<file path="config.mk">
export PLATFORM = sky130hd
export DESIGN_NAME = mem_stage_lsu_flat
export DESIGN_NICKNAME = d
export VERILOG_FILES = /design/src/rtl/mem_stage_lsu_if.sv /design/src/rtl/mem_stage_lsu.sv /design/src/flat_wrapper.sv
export SDC_FILE = /design/constraint.sdc
export NUM_CORES = 1
export LEC_CHECK = 0
export ABC_AREA = 1
export BUFFER_PORTS_ARGS = -buffer_cell sky130_fd_sc_hd__buf_2
export CELL_PAD_IN_SITES_DETAIL_PLACEMENT = 0
export CELL_PAD_IN_SITES_GLOBAL_PLACEMENT = 1
export CORE_MARGIN = 2
export CORE_UTILIZATION = 30
export CTS_CLUSTER_DIAMETER = 120
export DETAILED_ROUTE_END_ITERATION = 8
export GPL_ROUTABILITY_DRIVEN = 0
export HOLD_SLACK_MARGIN = 0.12
export PLACE_DENSITY = 0.9
export SYNTH_ARGS = -nofsm -noshare
export SYNTH_HDL_FRONTEND = slang
export SYNTH_SLANG_ARGS = --single-unit
</file>
<file path="constraint.sdc">
create_clock -name clk -period 3.35 [get_ports clk]
set_input_delay 0.8375 -clock clk [delete_from_list [all_inputs] [get_ports clk]]
set_output_delay 0.8375 -clock clk [all_outputs]
set_load 0.01 [all_outputs]
</file>
<file path="src/rtl/mem_stage_lsu_if.sv">
// Data-memory port between the memory stage and the data memory.
// The LSU drives the request side (master); the memory answers (slave).
interface mem_stage_lsu_if;
   logic        dmem_req;
   logic        dmem_we;
   logic [31:0] dmem_addr;
   logic [31:0] dmem_wdata;
   logic [3:0]  dmem_be;
   logic [31:0] dmem_rdata;
   logic        dmem_ack;

   modport master (
      output dmem_req,
      output dmem_we,
      output dmem_addr,
      output dmem_wdata,
      output dmem_be,
      input  dmem_rdata,
      input  dmem_ack
   );

   modport slave (
      input  dmem_req,
      input  dmem_we,
      input  dmem_addr,
      input  dmem_wdata,
      input  dmem_be,
      output dmem_rdata,
      output dmem_ack
   );
endinterface

</file>
<file path="src/rtl/mem_stage_lsu.sv">
// Memory stage of the 5-stage RV32I pipeline.
// Issues loads/stores on a req/ack data port with byte-lane steering, extends load
// data, stalls the front of the pipe while an access is outstanding, aborts a
// hung access with a watchdog, and owns the M/W pipeline register.
module mem_stage_lsu #(
   parameter int unsigned TIMEOUT = 255   // wait cycles before abort; 0 disables
) (
   input  logic            clk,
   input  logic            rst_n,
   // E/M pipeline register
   input  logic            RegWriteM,
   input  logic            MemWriteM,
   input  logic [1:0]      ResultSrcM,
   input  logic [2:0]      funct3M,
   input  logic [31:0]     ALUResultM,
   input  logic [31:0]     WriteDataM,
   input  logic [31:0]     PCPlus4M,
   input  logic [4:0]      RdM,
   // data-memory port
   mem_stage_lsu_if.master dmem,
   // hazard control
   output logic            StallM,
   // M/W pipeline register
   output logic            RegWriteW,
   output logic [1:0]      ResultSrcW,
   output logic [31:0]     ALUResultW,
   output logic [31:0]     ReadDataW,
   output logic [31:0]     PCPlus4W,
   output logic [4:0]      RdW,
   output logic            lsu_err
);

   typedef enum logic [1:0] {
      S_IDLE  = 2'd0,
      S_WAIT  = 2'd1,
      S_ABORT = 2'd2
   } state_t;

   // Last count value before the watchdog fires; TIMEOUT=0 never fires.
   localparam logic [7:0] WDOG_LAST = 8'(TIMEOUT - 1);
   localparam bit         WDOG_EN   = (TIMEOUT != 0);

   state_t      state_q, state_d;
   logic [7:0]  wdog_q, wdog_d;

   logic        mem_op;
   logic        misaligned;
   logic        in_service;
   logic        req_on;
   logic        req_gate;
   logic [3:0]  be_raw;
   logic [31:0] wdata_raw;
   logic [31:0] load_lane;
   logic [31:0] load_ext;

   logic        regwrite_d;
   logic [1:0]  resultsrc_d;
   logic [31:0] aluresult_d;
   logic [31:0] readdata_d;
   logic [31:0] pcplus4_d;
   logic [4:0]  rd_d;
   logic        err_d;

   // Classify the instruction in M: is it a memory op, and is it aligned for its size.
   always_comb begin
      mem_op     = MemWriteM | (ResultSrcM == 2'b01);
      misaligned = 1'b0;
      case (funct3M[1:0])
         2'b01:   misaligned = ALUResultM[0];
         2'b10:   misaligned = |ALUResultM[1:0];
         default: misaligned = 1'b0;
      endcase
   end

   // A request is only live while the FSM can accept one; ABORT drops it.
   assign in_service = (state_q == S_IDLE) || (state_q == S_WAIT);
   assign req_on     = mem_op & ~misaligned & in_service;
   // Reset kills the request immediately, independent of the clock.
   assign req_gate   = req_on & rst_n;
   assign StallM     = req_on & ~dmem.dmem_ack;

   // Byte enables and lane-replicated store data by access size.
   always_comb begin
      be_raw    = 4'b1111;
      wdata_raw = WriteDataM;
      case (funct3M[1:0])
         2'b00: begin
            be_raw    = 4'b0001 << ALUResultM[1:0];
            wdata_raw = {4{WriteDataM[7:0]}};
         end
         2'b01: begin
            be_raw    = 4'b0011 << {ALUResultM[1], 1'b0};
            wdata_raw = {2{WriteDataM[15:0]}};
         end
         default: begin
            be_raw    = 4'b1111;
            wdata_raw = WriteDataM;
         end
      endcase
   end

   assign dmem.dmem_req   = req_gate;
   assign dmem.dmem_we    = req_gate & MemWriteM;
   assign dmem.dmem_addr  = req_gate ? {ALUResultM[31:2], 2'b00} : 32'd0;
   assign dmem.dmem_wdata = req_gate ? wdata_raw : 32'd0;
   assign dmem.dmem_be    = req_gate ? be_raw : 4'b0000;

   // Move the addressed byte/half down to bit 0 before extending.
   assign load_lane = dmem.dmem_rdata >> {ALUResultM[1:0], 3'b000};

   // Sign- or zero-extend the selected lane according to funct3.
   always_comb begin
      case (funct3M)
         3'b000:  load_ext = {{24{load_lane[7]}},  load_lane[7:0]};
         3'b001:  load_ext = {{16{load_lane[15]}}, load_lane[15:0]};
         3'b100:  load_ext = {24'd0, load_lane[7:0]};
         3'b101:  load_ext = {16'd0, load_lane[15:0]};
         default: load_ext = load_lane;
      endcase
   end

   // Access FSM and watchdog: IDLE issues, WAIT holds for ack, ABORT retires a hung access.
   always_comb begin
      state_d = state_q;
      wdog_d  = wdog_q;
      case (state_q)
         S_IDLE: begin
            if (req_on && !dmem.dmem_ack) begin
               state_d = S_WAIT;
               wdog_d  = 8'd0;
            end
         end
         S_WAIT: begin
            if (!req_on || dmem.dmem_ack) begin
               // ack wins over a watchdog expiry in the same cycle
               state_d = S_IDLE;
               wdog_d  = 8'd0;
            end else if (WDOG_EN && (wdog_q == WDOG_LAST)) begin
               state_d = S_ABORT;
               wdog_d  = 8'd0;
            end else begin
               wdog_d  = wdog_q + 8'd1;
            end
         end
         S_ABORT: begin
            state_d = S_IDLE;
            wdog_d  = 8'd0;
         end
         default: begin
            state_d = S_IDLE;
            wdog_d  = 8'd0;
         end
      endcase
   end

   // FSM state and watchdog count registers.
   always_ff @(posedge clk or negedge rst_n) begin
      if (!rst_n) begin
         state_q <= S_IDLE;
         wdog_q  <= 8'd0;
      end else begin
         state_q <= state_d;
         wdog_q  <= wdog_d;
      end
   end

   // M/W next value: bubble while stalled, error-forward on misalign/abort, else pass through.
   always_comb begin
      regwrite_d  = RegWriteM;
      resultsrc_d = ResultSrcM;
      aluresult_d = ALUResultM;
      readdata_d  = load_ext;
      pcplus4_d   = PCPlus4M;
      rd_d        = RdM;
      err_d       = 1'b0;
      if (StallM) begin
         regwrite_d = 1'b0;
         rd_d       = 5'd0;
      end else if ((state_q == S_ABORT) || (mem_op && misaligned)) begin
         regwrite_d = 1'b0;
         err_d      = 1'b1;
      end
   end

   // M/W pipeline register; captures every edge.
   always_ff @(posedge clk or negedge rst_n) begin
      if (!rst_n) begin
         RegWriteW  <= 1'b0;
         ResultSrcW <= 2'b00;
         ALUResultW <= 32'd0;
         ReadDataW  <= 32'd0;
         PCPlus4W   <= 32'd0;
         RdW        <= 5'd0;
         lsu_err    <= 1'b0;
      end else begin
         RegWriteW  <= regwrite_d;
         ResultSrcW <= resultsrc_d;
         ALUResultW <= aluresult_d;
         ReadDataW  <= readdata_d;
         PCPlus4W   <= pcplus4_d;
         RdW        <= rd_d;
         lsu_err    <= err_d;
      end
   end

endmodule

</file>
<file path="src/flat_wrapper.sv">
// flat-port wrapper written by rule: the top's interface ports become plain ports
module mem_stage_lsu_flat 
#(
   parameter int unsigned TIMEOUT = 255                                          
)
  (clk, rst_n, RegWriteM, MemWriteM, ResultSrcM, funct3M, ALUResultM, WriteDataM, PCPlus4M, RdM, StallM, RegWriteW, ResultSrcW, ALUResultW, ReadDataW, PCPlus4W, RdW, lsu_err, dmem_dmem_req, dmem_dmem_we, dmem_dmem_addr, dmem_dmem_wdata, dmem_dmem_be, dmem_dmem_rdata, dmem_dmem_ack);
  mem_stage_lsu_if dmem_i ();
  input  logic clk;
  input  logic rst_n;
  input  logic RegWriteM;
  input  logic MemWriteM;
  input  logic [1:0] ResultSrcM;
  input  logic [2:0] funct3M;
  input  logic [31:0] ALUResultM;
  input  logic [31:0] WriteDataM;
  input  logic [31:0] PCPlus4M;
  input  logic [4:0] RdM;
  output logic StallM;
  output logic RegWriteW;
  output logic [1:0] ResultSrcW;
  output logic [31:0] ALUResultW;
  output logic [31:0] ReadDataW;
  output logic [31:0] PCPlus4W;
  output logic [4:0] RdW;
  output logic lsu_err;
  output wire logic [$bits(dmem_i.dmem_req)-1:0] dmem_dmem_req;
  output wire logic [$bits(dmem_i.dmem_we)-1:0] dmem_dmem_we;
  output wire logic [$bits(dmem_i.dmem_addr)-1:0] dmem_dmem_addr;
  output wire logic [$bits(dmem_i.dmem_wdata)-1:0] dmem_dmem_wdata;
  output wire logic [$bits(dmem_i.dmem_be)-1:0] dmem_dmem_be;
  input wire logic [$bits(dmem_i.dmem_rdata)-1:0] dmem_dmem_rdata;
  input wire logic [$bits(dmem_i.dmem_ack)-1:0] dmem_dmem_ack;
  assign dmem_dmem_req = dmem_i.dmem_req;
  assign dmem_dmem_we = dmem_i.dmem_we;
  assign dmem_dmem_addr = dmem_i.dmem_addr;
  assign dmem_dmem_wdata = dmem_i.dmem_wdata;
  assign dmem_dmem_be = dmem_i.dmem_be;
  assign dmem_i.dmem_rdata = dmem_dmem_rdata;
  assign dmem_i.dmem_ack = dmem_dmem_ack;
  mem_stage_lsu #(.TIMEOUT(TIMEOUT)) u_core (.clk(clk), .rst_n(rst_n), .RegWriteM(RegWriteM), .MemWriteM(MemWriteM), .ResultSrcM(ResultSrcM), .funct3M(funct3M), .ALUResultM(ALUResultM), .WriteDataM(WriteDataM), .PCPlus4M(PCPlus4M), .RdM(RdM), .dmem(dmem_i), .StallM(StallM), .RegWriteW(RegWriteW), .ResultSrcW(ResultSrcW), .ALUResultW(ALUResultW), .ReadDataW(ReadDataW), .PCPlus4W(PCPlus4W), .RdW(RdW), .lsu_err(lsu_err));
endmodule
</file>
After elaboration in Yosys (flattened, before gate mapping)
Index checks and enable logic that the tools add are counted.
Storage, ports and cells
  flip-flop bits (word level): 115
  input port bits: 143
  output and inout port bits: 176
  word-level logic and storage cells: 64
Cells by class
  add/sub/neg operators: 1
  eq/ne operators: 11
  shift operators: 3
  mux-type cells: 20
  bitwise logic cells: 8
  reduce and logical (&&, ||, !) cells: 12
Operator list (number)
  $pmux 32 s4: 1
  $mux 32: 2
  $pmux 32 s2: 1
  $shr 32x5->32: 1
  $mux 8: 3
  $pmux 8 s2: 1
  $add 8x1->8 const B: 1
  $eq 8x8->1 const B: 1
  $pmux 4 s2: 1
  $eq 2x1->1 const B: 3
  $eq 3x3->1 const B: 2
  $mux 2: 3
  $and 1x1->1: 5
  $mux 5: 1
  $eq 2x2->1 const B: 2
  $logic_not 2->1: 2
  $mux 1: 4
  $mux 4: 1
  $pmux 2 s2: 1
  $shl 1x2->4 const A: 1
  $shl 2x2->4 const A: 1
  $eq 3x1->1 const B: 1
  $logic_not 3->1: 1
  $logic_or 1x1->1: 3
  9 further kinds: 12

Depth between registers and ports, before layout
  depth after elaboration: 9
  gate-level depth with buffers: 11
  mapped depth without buffers: 9

Worst setup path after synthesis
OpenSTA, ideal clock, no wires.
  kind: input-to-output
  start: input funct3M[1]
  end: output dmem_dmem_wdata[29]
  data arrival time: 2177 ps
  data required time: 2513 ps
  setup slack: 335 ps
  stages on the path: 9
  path buffers: 2
  cell sequence: clkbuf_1 inv_1 ha_1 nor2_4 buf_4 a21oi_1 o21ai_0 nand2_2 nor2_1
On the way
  word-level cells in the longest chain between the ends: 7
Ends and longest elaborated chain
  start, declared: line flat_wrapper.sv:13  | input logic [2:0] funct3M;
  $eq 2x2->1 or $eq 2x1->1 (tied branches): line mem_stage_lsu.sv:68, mem_stage_lsu.sv:86
  $pmux 1 s2: line mem_stage_lsu.sv:68  | case (funct3M[1:0])
  $not 1->1: line mem_stage_lsu.sv:77  | assign req_on = mem_op & ~misaligned & in_service;
  $and 1x1->1 (2 in a row): line mem_stage_lsu.sv:77
  $and 1x1->1: line mem_stage_lsu.sv:79  | assign req_gate = req_on & rst_n;
  $mux 32 *: line mem_stage_lsu.sv:105  | assign dmem.dmem_wdata = req_gate ? wdata_raw : 32'd0;
  end, declared: line flat_wrapper.sv:29  | output wire logic [$bits(dmem_i.dmem_wdata)-1:0] dmem_dmem_wdata;
Every way passes the cells marked *; elsewhere a longest branch is shown, timed or not.

Final worst setup path
  start: input funct3M[0]
  end: output dmem_dmem_addr[28]
On the way
  word-level cells in the longest chain between the ends: 7
Ends and longest elaborated chain
  $eq 2x2->1 or $eq 2x1->1 (tied branches): line mem_stage_lsu.sv:68
  $pmux 1 s2 *: line mem_stage_lsu.sv:68
  $not 1->1 *: line mem_stage_lsu.sv:77
  $and 1x1->1 * (2 in a row): line mem_stage_lsu.sv:77
  $and 1x1->1 *: line mem_stage_lsu.sv:79
  $mux 32 *: line mem_stage_lsu.sv:104  | assign dmem.dmem_addr = req_gate ? {ALUResultM[31:2], 2'b00} : 32'd0;
  end, declared: line flat_wrapper.sv:28  | output wire logic [$bits(dmem_i.dmem_addr)-1:0] dmem_dmem_addr;
Marks and branches as above.

==> metrics.yaml <==
ioPinCount: 319
drc: 0
power.total_mw: 3.89
viasPerCell: 4.43
wl_mm: 16.0
period_needed_ns: 3.10
ff2ff_path_depth: 9
dieArea_mm2: 0.0178
synth_cell_types: 31
yosysWarnings: 0
first_pass_iters: 4
synth-edff-count: 0
cts.sink_count: 115
root_buffer: "clkbuf_16"
slowest_stage: "ha_1"
path_delay_family: "buffers and inverters"
whs_ns: 0.535
max_stage_delay_ns: 0.32
area_growth_pct: 47.9
syn-instance-count: 550
antenna_found_initial: 0
hold_violations: 0
grt_use_total: 0.178
coreArea_mm2: 0.0165
start_kind: "primary input"
setup_viol: 0
die_w_um: 133
n_antenna_cell: 0
cts_buffer_depth: 2
drv_slew: 0
crit_end: "dmem_dmem_addr[28]"
crit_buf_inv: 4
die_h_um: 133
cp.required_ns: 2.51
status: "finished clean"
vias: 4903
max-cap-violations: 0
cp.depth: 8
max_freq_ghz: 0.323
wire_per_inst_um: 14.4
synth_area_leaders: "dfrtp_1, nand2_1, nor2_1"
power.share.clock: 0.462
cts_setup_buffers: 0
critPathKind: "primary input to output port"
ant_nets: 0
synthArstFlopShare: 1.00
numCtsBuffers: 17
layout.nets: 1023
path_max_fanout: 38
ff2ff_setup_slack_ns: 1.82
start_util: 0.305
drive_above_1_share: 0.454
tns_ns: 0
grt_pass1_vias: 4840
clk-insertion-delay-late_ns: 0.41
hp-class: "primary input to flip-flop"
comb_power_share: 0.153
p_sw_frac: 0.276
cp-end-kind: "output port"
ys.flop_type: "dfrtp_1"
syn_area_per_cell_um2: 9.13
pwr-share-seq: 0.385
skew_ns: 0.00619
post-route-period-util: 0.925
ys_seq_area_frac: 0.573
synth_top_area_cell: "dfrtp_1"
cts_tree: "done"
io_buffers: 316
grt_pass1_wl_mm: 24.7
power.density_mw_per_mm2: 525
hold_buffers: 0
placed_cell_area_mm2: 0.00682
grt_start_max_net_pins: 67
cts_resized: 0
fp-row-count: 47
leakagePower_nw: 4.37
grt_overflow: 0
r2r-end: "u_core.wdog_q[2]$_DFFE_PN0P_"
dp_hpwl_mm: 12.4
arrival_ns: 2.26
r2r-start: "u_core.wdog_q[0]$_DFFE_PN0P_"
relSlewSlack: 0.465
ctsHtreeMaxLevel: 4
synth_top_area_frac: 0.573
worstMarginPinSlew_ns: 0.802
crit_path_start: "funct3M[0]"
ys_ff_latch: 115
rsz0062_at_grt: "no"
crit_chain: "buf_2 > inv_1 > ha_1 > nand3_4 > nand3_4 > buf_12 > nor2_1 > buf_2"
detail_route.iter0.violations: 316
syn_area_mm2: 0.00502
switchingPower_mw: 1.07
irDropWorstVdd_mv: 0.288
p_int_mw: 2.82
clk_pin_slew_ns: 0.06
fin_area_mm2: 0.00742
## power by group through the flow
stage | Combinational [mW] | Sequential (mW) | Clock, mW
global placement | 0.601 | 1.52 | 0
finish | 0.596 | 1.50 | 1.80
floorplan | 0.240 | 1.57 | 0
detailed placement | 0.604 | 1.52 | 0
global route | 0.661 | 1.51 | 1.92
CTS | 0.606 | 1.50 | 1.85
## synthesized netlist by cell type, types with 6 or more instances
library cell / number
a22oi_1: 7
inv_1: 72
buf_2: 6
nand2_1: 107
a21oi_1: 16
buf_4: 9
a21oi_2: 8
dfrtp_1: 115
nor2_1: 81
nand3_1: 37
o21ai_0: 31
nand2_2: 13
## state kept, by name, summed over array words and instances (netlist names)
register	flops
u_core.ALUResultW	32
u_core.PCPlus4W	32
u_core.ResultSrcW	2
u_core.RdW	5
u_core.RegWriteW	1
u_core.wdog_q	8
u_core.state_q	2
u_core.ReadDataW	32
u_core.lsu_err	1
## worst min path at each step
stage	start	end	slack, ns	cells past startpoint
final	PCPlus4M[18]	u_core.PCPlus4W[18]$_DFF_PN0_	0.53	1
after global routing	PCPlus4M[14]	u_core.PCPlus4W[14]$_DFF_PN0_	0.51	1
after CTS	PCPlus4M[16]	u_core.PCPlus4W[16]$_DFF_PN0_	0.52	1
after detailed placement	u_core.wdog_q[4]$_DFFE_PN0P_	u_core.wdog_q[4]$_DFFE_PN0P_	0.58	2
after global placement	u_core.wdog_q[5]$_DFFE_PN0P_	u_core.wdog_q[5]$_DFFE_PN0P_	0.57	2
after floorplan	u_core.wdog_q[5]$_DFFE_PN0P_	u_core.wdog_q[5]$_DFFE_PN0P_	0.53	2
## layout make-up
cell class	instances	area, um2
clock inverter	15	173
tap	220	275
multi-input combinational	334	1680
fill	1634	9040
timing repair buffer	329	1690
clock buffer	17	425
sequential	115	2880
inverter	78	295
## metal layers
metal	vias to the layer above	track usage	share of wire
met2	260	0.322	0.51
li1	2357	-	-
met4	0	0.0733	0.025
met3	29	0.0479	0.078
met5	-	0	0
met1	2257	0.197	0.39
## per-stage QoR
stage | utilization | std cells | setup WS [ns]
2_1_floorplan | - | 551 | 0.335
6_report | 0.451 | 1108 | 0.252
3_3_place_gp | 0.414 | 1076 | 0.205
4_1_cts | 0.451 | 1108 | 0.189
3_5_place_dp | 0.414 | 1076 | 0.204
5_1_grt | 0.451 | 1108 | 0.151
## cells by family after synthesis
family / Yosys count / share of synthesized area
adders and majority gates: 5 / 0.0125
and+or+nand+nor: 253 / 0.229
other: 1 / 0.000747
xor gates and xnor gates: 3 / 0.00524
buffers and inverters: 102 / 0.0925
AOI/OAI and AO/OA: 71 / 0.0870
DFF: 115 / 0.573
## placed cells by master, fill, tap and decap left out, drive strengths merged, types with 6 or more instances in the layout
master | Yosys | layout
buf | 20 | 329
nor2 | 87 | 87
a21oi | 25 | 25
nand2 | 121 | 121
inv | 78 | 85
clkbuf | 4 | 17
clkinv | 0 | 6
o21ai | 31 | 31
a22oi | 7 | 7
nand3 | 41 | 41
dfrtp | 115 | 115
Power figures use the tool's default switching activity.
